## config.mk

```make
export PLATFORM = sky130hd
export DESIGN_NAME = st7735_spi_rx
export DESIGN_NICKNAME = d
export VERILOG_FILES = /design/src/rtl/st7735_spi_rx.sv
export SDC_FILE = /design/constraint.sdc
export NUM_CORES = 1
export LEC_CHECK = 0
export ABC_AREA = 1
export CAP_MARGIN = 25
export CELL_PAD_IN_SITES_DETAIL_PLACEMENT = 1
export CELL_PAD_IN_SITES_GLOBAL_PLACEMENT = 2
export CORE_ASPECT_RATIO = 0.8
export CORE_MARGIN = 4
export CORE_UTILIZATION = 36
export DETAILED_ROUTE_END_ITERATION = 6
export HOLD_SLACK_MARGIN = 0.06
export PLACE_DENSITY_LB_ADDON = 0.1
export SYNTH_ARGS = -nofsm -noshare
export SYNTH_HDL_FRONTEND = slang
export SYNTH_SLANG_ARGS = --single-unit
```

## constraint.sdc

```tcl
create_clock -name sys_clk -period 2.5 [get_ports sys_clk]
set_input_delay 0.25 -clock sys_clk [delete_from_list [all_inputs] [get_ports sys_clk]]
set_output_delay 0.25 -clock sys_clk [all_outputs]
set_load 0.01 [all_outputs]
```

## src/rtl/st7735_spi_rx.sv

```systemverilog
// ST7735 4-wire write-bus receiver: oversampled SPI deserializer plus
// CASET/RASET/RAMWR decoder producing a pixel stream with coordinates.
module st7735_spi_rx #(
    parameter int         SYNC_STAGES = 2,
    parameter logic [7:0] X_MAX       = 8'd127,
    parameter logic [7:0] Y_MAX       = 8'd159
) (
    input  logic        sys_clk,
    input  logic        sys_rst,
    input  logic        spi_cs,
    input  logic        spi_dc,
    input  logic        spi_sclk,
    input  logic        spi_mosi,
    output logic [8:0]  rx_data,
    output logic        rx_valid,
    output logic        cmd_valid,
    output logic [7:0]  cmd_code,
    output logic        pix_valid,
    output logic [15:0] pix_color,
    output logic [7:0]  pix_x,
    output logic [7:0]  pix_y,
    output logic        frame_err
);

    typedef enum logic [2:0] {
        S_IDLE, S_CASET, S_RASET, S_RAMWR, S_OTHER
    } state_t;

    logic [SYNC_STAGES-1:0] r_cs_s, r_dc_s, r_sclk_s, r_mosi_s;
    logic                   w_cs, w_dc, w_sclk, w_mosi, w_rise;
    logic                   r_sclk_q;

    logic [7:0]  r_shift;
    logic [2:0]  r_bitcnt;
    logic        r_done, r_dc_lat, r_ferr;

    state_t      r_state;
    logic [2:0]  r_pidx;
    logic        r_phase;
    logic [7:0]  r_hi;
    logic [7:0]  r_xs, r_xe, r_ys, r_ye, r_x, r_y;
    logic [8:0]  r_rx_data;
    logic        r_rx_valid, r_cmd_valid, r_pix_valid;
    logic [7:0]  r_cmd_code, r_pix_x, r_pix_y;
    logic [15:0] r_pix_color;

    assign w_cs   = r_cs_s[SYNC_STAGES-1];
    assign w_dc   = r_dc_s[SYNC_STAGES-1];
    assign w_sclk = r_sclk_s[SYNC_STAGES-1];
    assign w_mosi = r_mosi_s[SYNC_STAGES-1];
    assign w_rise = w_sclk & ~r_sclk_q & ~w_cs;

    // CS resets to the deasserted level so the bus looks idle after reset
    always_ff @(posedge sys_clk) begin
        if (sys_rst) begin
            r_cs_s   <= '1;
            r_dc_s   <= '0;
            r_sclk_s <= '0;
            r_mosi_s <= '0;
            r_sclk_q <= 1'b0;
        end else begin
            r_cs_s   <= {r_cs_s[SYNC_STAGES-2:0], spi_cs};
            r_dc_s   <= {r_dc_s[SYNC_STAGES-2:0], spi_dc};
            r_sclk_s <= {r_sclk_s[SYNC_STAGES-2:0], spi_sclk};
            r_mosi_s <= {r_mosi_s[SYNC_STAGES-2:0], spi_mosi};
            r_sclk_q <= w_sclk;
        end
    end

    always_ff @(posedge sys_clk) begin
        if (sys_rst) begin
            r_shift  <= '0;
            r_bitcnt <= '0;
            r_done   <= 1'b0;
            r_dc_lat <= 1'b0;
            r_ferr   <= 1'b0;
        end else begin
            r_done <= 1'b0;
            r_ferr <= 1'b0;
            if (w_cs) begin
                r_bitcnt <= '0;
                r_ferr   <= (r_bitcnt != 3'd0);
            end else if (w_rise) begin
                r_shift <= {r_shift[6:0], w_mosi};
                if (r_bitcnt == 3'd7) begin
                    r_bitcnt <= '0;
                    r_done   <= 1'b1;
                    r_dc_lat <= w_dc;
                end else begin
                    r_bitcnt <= r_bitcnt + 3'd1;
                end
            end
        end
    end

    always_ff @(posedge sys_clk) begin
        if (sys_rst) begin
            r_state     <= S_IDLE;
            r_pidx      <= '0;
            r_phase     <= 1'b0;
            r_hi        <= '0;
            r_xs        <= '0;
            r_xe        <= X_MAX;
            r_ys        <= '0;
            r_ye        <= Y_MAX;
            r_x         <= '0;
            r_y         <= '0;
            r_rx_data   <= '0;
            r_rx_valid  <= 1'b0;
            r_cmd_valid <= 1'b0;
            r_cmd_code  <= '0;
            r_pix_valid <= 1'b0;
            r_pix_color <= '0;
            r_pix_x     <= '0;
            r_pix_y     <= '0;
        end else begin
            r_rx_valid  <= 1'b0;
            r_cmd_valid <= 1'b0;
            r_pix_valid <= 1'b0;
            if (r_done) begin
                r_rx_data  <= {r_dc_lat, r_shift};
                r_rx_valid <= 1'b1;
                if (!r_dc_lat) begin
                    r_cmd_valid <= 1'b1;
                    r_cmd_code  <= r_shift;
                    r_pidx      <= '0;
                    r_phase     <= 1'b0;
                    unique case (1'b1)
                        (r_shift == 8'h2A): r_state <= S_CASET;
                        (r_shift == 8'h2B): r_state <= S_RASET;
                        (r_shift == 8'h2C): begin
                            r_state <= S_RAMWR;
                            r_x     <= r_xs;
                            r_y     <= r_ys;
                        end
                        default: r_state <= S_OTHER;
                    endcase
                end else begin
                    if (r_pidx != 3'd4)
                        r_pidx <= r_pidx + 3'd1;
                    unique case (r_state)
                        S_CASET: begin
                            if (r_pidx == 3'd1) r_xs <= r_shift;
                            if (r_pidx == 3'd3) r_xe <= r_shift;
                        end
                        S_RASET: begin
                            if (r_pidx == 3'd1) r_ys <= r_shift;
                            if (r_pidx == 3'd3) r_ye <= r_shift;
                        end
                        S_RAMWR: begin
                            if (!r_phase) begin
                                r_hi    <= r_shift;
                                r_phase <= 1'b1;
                            end else begin
                                r_phase     <= 1'b0;
                                r_pix_valid <= 1'b1;
                                r_pix_color <= {r_hi, r_shift};
                                r_pix_x     <= r_x;
                                r_pix_y     <= r_y;
                                // raster walk inside the window, 8-bit wrap
                                if (r_x == r_xe) begin
                                    r_x <= r_xs;
                                    r_y <= (r_y == r_ye) ? r_ys : r_y + 8'd1;
                                end else begin
                                    r_x <= r_x + 8'd1;
                                end
                            end
                        end
                        default: ;
                    endcase
                end
            end
        end
    end

    assign rx_data   = r_rx_data;
    assign rx_valid  = r_rx_valid;
    assign cmd_valid = r_cmd_valid;
    assign cmd_code  = r_cmd_code;
    assign pix_valid = r_pix_valid;
    assign pix_color = r_pix_color;
    assign pix_x     = r_pix_x;
    assign pix_y     = r_pix_y;
    assign frame_err = r_ferr;

endmodule

```

==> out/results.tsv, run 1 <==
metric	value	unit
finalSetupViolations	0	
power_density	700	nW/um^2
crit_fanout	13	
netlist_instances	731	
root_buffer	clkbuf_16	
antenna_cells	0	
clk_latency	420	ps
cts.reportedPaths.clkPinSlew	60	ps
synthArstFlopShare	0	%
combPwrFrac	1.6	%
cp-start-kind	flip-flop	
cts_tree	built	
holdBufCountCts	0	
start_util	37.3	%
status	complete, no violations	
cts_buffers	17	
worst-setup-path-type	reg -> reg	
post-route-min-period	1960	ps
slew_headroom	49.8	%
power	4.98	mW
finalHoldViolCount	0	
synth-simple-area-share	18.1	%
p_leak	2.88	nW
synthToLayoutAreaGrowth	24.8	%
die-area	17900	sq um
synth_seq_cells	138	
fp.coreArea	15300	sq um
rows	40	
layout-drive-gt1-share	8.53	%
vdd_ir_drop_max	0.517	mV
multi_input_area	2360	sq um
routed_wl	16200	um
avgViaCountPerCell	4.97	
cts_buffer_depth	2	
cts_sinks	138	
worst_pin_slew	748	ps
synth_compound_area_share	19.3	%
ys.flop_type	dfxtp_1	
grt_usage	19.1	%
post_cts_buffers	0	
avgSynthCellArea	7.80	sq um
synth-edff-count	0	
drt_iter0_drc	348	
seqCellArea	2760	sq um
worstPathArrival	2270	ps
power.switching	1.05	mW
first_pass_iters	7	
die_h	121	um
critPathRequiredTime	2810	ps
p_seq_share	44.4	%
fin_setup_tns	0	ps
port_buffers	58	
skew	8.76	ps
synth-xor-area-share	2.00	%
syn_nets	746	
min_path_type	in -> reg	
fillers	1862	
cp-end-kind	flip-flop	
antenna_found_initial	0	
place.gp.congestion	0.798	
cap_violations	0	
synth_top_family_by_area	compound AO/OA/AOI/OAI gates	
rsz0062_at_grt	no	
drc	0	
vias	5007	
min_period_over_period	78.5	%
wire_per_inst	16.1	um
ys_types	38	
grt_pass1_vias	5166	
detail-route-antenna-nets	0	
cts_resized	0	
sw_frac_of_total	21.1	%
overflow	0	
clock_power_share	54.0	%
internal_power	3.93	mW
synth_fa_ha_area_share	1.98	%
grt_max_degree	66	
synth_seq_area_share	48.5	%
fp.dieW	149	um
synth_area	5700	sq um
synthMuxAreaShare	0	%
dp_hpwl	11100	um
slew_viol_final	0	
grt_pass1_wl	26900	um
fmax	0.510	GHz
nets	799	
ios	59	
ys_warn_count	0	
htreeDepth	4	
==> cells in the mapped netlist, types with 2 or more instances <==
master / n / share of area (%)
nor3_2: 2 / 0.35
clkbuf_1: 18 / 1.2
nand2_8: 2 / 0.70
ha_1: 9 / 2.0
buf_1: 3 / 0.20
o211ai_1: 14 / 1.8
nand3b_1: 2 / 0.26
o21ai_0: 96 / 8.4
dfxtp_1: 138 / 48
xnor2_1: 6 / 0.92
buf_2: 8 / 0.70
o21ai_1: 2 / 0.18
a21oi_1: 90 / 7.9
nor2_1: 51 / 3.4
nand2_4: 2 / 0.40
clkbuf_2: 2 / 0.18
nand4_1: 10 / 1.1
inv_2: 4 / 0.26
nand3_1: 33 / 2.9
buf_4: 2 / 0.26
xor2_1: 7 / 1.1
or2_2: 3 / 0.33
inv_1: 100 / 6.6
clkinv_1: 4 / 0.26
nand2_2: 5 / 0.55
a211oi_1: 4 / 0.53
nor3_1: 2 / 0.18
nand2_1: 102 / 6.7
==> registers in the layout (all words and copies together) (netlist names), 2 cells and up <==
register	flops
cmd_code	8
pix_color	16
pix_x	8
pix_y	8
r_bitcnt	3
r_cs_s	2
r_dc_s	2
r_hi	8
r_mosi_s	2
r_pidx	3
r_sclk_s	2
r_shift	8
r_state	3
r_x	8
r_xe	8
r_xs	8
r_y	8
r_ye	8
r_ys	8
rx_data	9
==> stage by stage <==
| step | cell area (sq um) | instances | utilization, % | setup WS, ps | hold slack [ps] |
|---|---|---|---|---|---|
| after floorplan | 5700 | 731 | - | 1040 | 334 |
| after global placement | 6480 | 975 | 42.5 | 609 | 391 |
| after detailed placement | 6480 | 975 | 42.5 | 562 | 397 |
| after CTS | 7110 | 1007 | 46.6 | 521 | 328 |
| after global routing | 7110 | 1007 | 46.6 | 255 | 346 |
| final | 7110 | 1007 | 46.6 | 537 | 347 |
==> cell type report <==
type                            instances  share of cell area, %
Sequential cell                       138                   38.8
Clock inverter                         14                   2.74
Tap cell                              210                   3.69
Timing Repair Buffer                   68                   9.39
Multi-Input combinational cell        450                   33.2
Inverter                              109                   5.93
Clock buffer                           18                   6.17
==> layout by cell type, fill, tap and decap left out, drive strengths merged, types with 14 or more instances in the layout <==
| cell | count |
|---|---|
| a21oi | 91 |
| clkbuf | 18 |
| clkdlybuf4s50 | 58 |
| dfxtp | 138 |
| inv | 105 |
| nand2 | 111 |
| nand3 | 34 |
| nor2 | 52 |
| o211ai | 14 |
| o21ai | 98 |
==> critical path, stage by stage, from the launching register on <==
cell and delay [ps]:
dfxtp_1 440, inv_1 100, nor2_1 310, inv_2 230, nand2_8 180, nand2_8 100, a21oi_4 230, nand3_1 120
nand2_1 80, nor2_1 40
==> kinds of logic (layout without fill, tap and decap cells) <==
kind of cell	after synthesis	after routing
simple gates	220	220
buf+inv	143	209
compound gates	208	208
flops	138	138
xor+xnor	13	13
fa+ha+maj	9	9
==> layer usage <==
metal / wire length (um) / vias to the layer above / GRT usage [%]
met4: 313 / 0 / 6.23
met2: 7380 / 83 / 30.7
met3: 611 / 20 / 4.27
li1: - / 2496 / -
met5: 0 / - / 0
met1: 7900 / 2408 / 25.4
==> worst paths after layout <==
check / start / end / slack (ps) / cells after the start
max: r_done / r_y[2] / 540 / 9
min: spi_sclk / r_sclk_s[0] / 350 / 3
max reg2reg: r_done / r_y[2] / 540 / 9
min reg2reg: r_sclk_s[0] / r_sclk_s[1] / 400 / 2
==> power by group through the flow <==
| stage | registers (mW) | logic (mW) | clock network (mW) |
|---|---|---|---|
| after floorplan | 2.26 | 0.0485 | 0 |
| after global placement | 2.26 | 0.0794 | 0 |
| after detailed placement | 2.26 | 0.0812 | 0 |
| after CTS | 2.21 | 0.0816 | 2.75 |
| after global routing | 2.21 | 0.0903 | 2.84 |
| final | 2.21 | 0.0801 | 2.69 |
(Power assumes the default switching activity.)
==> run 2, diff against run 1 <==
- CORE_UTILIZATION: 36 -> 30
- clock period: 2.5 -> 1.7 ns (I/O delays scaled with it)
==> run 2 against run 1 <==
Clock-buffer cell count rose by 2; clock power rose by 52%; final cell count rose by 7.5%; register-to-register slack got worse by 410 ps; sequential power rose by 47%; core utilization fell by 5.9 points; wire length rose by 4.9%; largest power group unchanged.
==> out/results.tsv, run 2 (synthesis results as in run 1) <==
metric	value	unit	change
fmax	0.638	GHz	+25%
layout-drive-gt1-share	13.3	%	+4.7 points
fp.dieW	162	um	+9.0%
min_period_over_period	92.2	%	+14 points
combPwrFrac	1.8	%	+0.2 points
clk_latency	430	ps	about the same
vias	5072		+1.3%
worstPathArrival	1880	ps	-390 ps
seqCellArea	2770	sq um	+0.23%
critPathRequiredTime	2020	ps	-790 ps
fillers	2222		+19%
detail-route-antenna-nets	0		unchanged
drc	0		unchanged
internal_power	5.88	mW	+50%
cts_buffer_depth	2		unchanged
slew_headroom	64.3	%	+15 points
worst_pin_slew	534	ps	-213 ps
wire_per_inst	15.7	um	-2.4%
crit_fanout	5		-8
finalHoldViolCount	0		unchanged
die_h	131	um	+8.9%
final_cell_mix	dfxtp_1 (133), nand2_1 (101), inv_1 (98)		
start_util	31.0	%	-6.3 points
min_path_type	in -> reg		
rows	44		+10%
slew_viol_final	0		unchanged
routed_wl	17000	um	+4.9%
layout_commonest_cell	dfxtp_1		
post-route-min-period	1570	ps	-395 ps
multi_input_area	2400	sq um	+1.4%
cts_sinks	138		unchanged
ios	59		unchanged
power.switching	1.61	mW	+53%
port_buffers	58		unchanged
grt_usage	16.5	%	-2.6 points
htreeDepth	4		unchanged
nets	832		+4.1%
root_buffer	clkbuf_16		
grt_pass1_vias	5281		+2.2%
finalSetupViolations	0		unchanged
worst-setup-path-type	reg -> reg		
rsz0062_at_grt	yes		
p_leak	3.06	nW	+6.2%
overflow	0		unchanged
clock_power_share	54.8	%	+0.8 points
synthToLayoutAreaGrowth	31.5	%	
cp-start-kind	flip-flop		
dp_hpwl	11600	um	+4.3%
avgViaCountPerCell	4.68		-5.8%
cts_tree	built		
grt_max_degree	43		-35%
cap_violations	0		unchanged
final.setup.worst_slack	132	ps	-405 ps
antenna_cells	0		unchanged
cts_buffers	17		unchanged
power_density	999	nW/um^2	+43%
grt_pass1_wl	28100	um	+4.5%
preCtsSetupSlack	39.3	ps	-523 ps
largest_reg_flops	16		unchanged
first_pass_iters	4		-3
antenna_found_initial	0		unchanged
p_seq_share	43.4	%	-1.0 points
fp.coreArea	18400	sq um	+20%
cts.reportedPaths.clkPinSlew	60	ps	about the same
place.gp.congestion	0.795		-0.36%
status	complete, no violations		
vdd_ir_drop_max	0.397	mV	-23%
skew	9.95	ps	+1.19 ps
drt_iter0_drc	330		-5.2%
power	7.49	mW	+50%
cp-end-kind	flip-flop		
die-area	21300	sq um	+19%
sw_frac_of_total	21.4	%	+0.33 points
whs	249	ps	-98.5 ps
[run 2: changes by cell type in the layout (fill, tap and decap cells not counted), moves of 2 or more]
cell and delta:
clkbuf_8 +2, inv_6 +2, dfxtp_1 -5, buf_4 +30, nand2_4 +2, dfxtp_2 +5, clkinvlp_4 -2, nor2_1 -2
buf_12 +2, nor2_2 +2
[run 2: cell type report]
class / count / share of cell area [%]
Timing Repair Buffer: 100 / 12.5
Tap cell: 253 / 4.22
Clock buffer: 20 / 6.23
Clock inverter: 12 / 2.47
Multi-Input combinational cell: 451 / 32.0
Inverter: 109 / 5.68
Sequential cell: 138 / 37.0
[run 2: critical path, stage by stage, from the launching register on]
cell	delay [ps]
dfxtp_1	330
inv_1	100
nand2_1	60
nand2_1	110
nand2_1	70
nor2_1	130
nand2_2	160
a21oi_4	240
nand2_1	70
nor2_1	110
nor2_1	60
[run 2: metal layers]
metal  share of wire (%)  GRT usage (%)  vias to the layer above
met5                   0              0                        -
met2                  45           25.8                       74
met3                 3.2           2.88                       25
met1                  50           22.5                     2412
li1                    -              -                     2561
met4                 2.1           7.05                        0
[run 2: repair_timing]
action                                  in CTS  in global routing
resized for setup                            0                 13
buffers inserted                             0                  1
hold buffers                                 0                  0
endpoints found under the setup margin       0                 21
[run 2: through the flow]
step | utilization, % | area (sq um) | instances | setup TNS [ps]
floorplan | - | 5700 | 731 | 0
global route | 40.8 | 7490 | 1083 | -11.2
detailed placement | 36.9 | 6790 | 1049 | 0
CTS | 40.5 | 7440 | 1081 | 0
global placement | 36.9 | 6790 | 1049 | 0
finish | 40.8 | 7490 | 1083 | 0
[run 2: worst paths after layout]
kind                                  start     endpoint  slack (ps)  cells after the start
worst max-delay path                 r_x[0]       r_y[1]         130                     10
worst min-delay path               spi_sclk  r_sclk_s[0]         250                      3
worst max register to register       r_x[0]       r_y[1]         130                     10
worst min register to register  r_mosi_s[0]  r_mosi_s[1]         400                      2
[run 2: power by group through the flow]
stage                     Clock (mW)  Sequential, mW  Combinational, mW
after floorplan                    0            3.32             0.0713
after global placement             0            3.32              0.133
after detailed placement           0            3.32              0.136
after CTS                       4.20            3.25              0.136
after global routing            4.32            3.25              0.151
final                           4.10            3.25              0.135
==> run 3, diff against run 2 <==
- CAP_MARGIN: 25 -> default
==> results of run 3 <==
The final DEF is identical to that of run 2; final timing and power are the same.
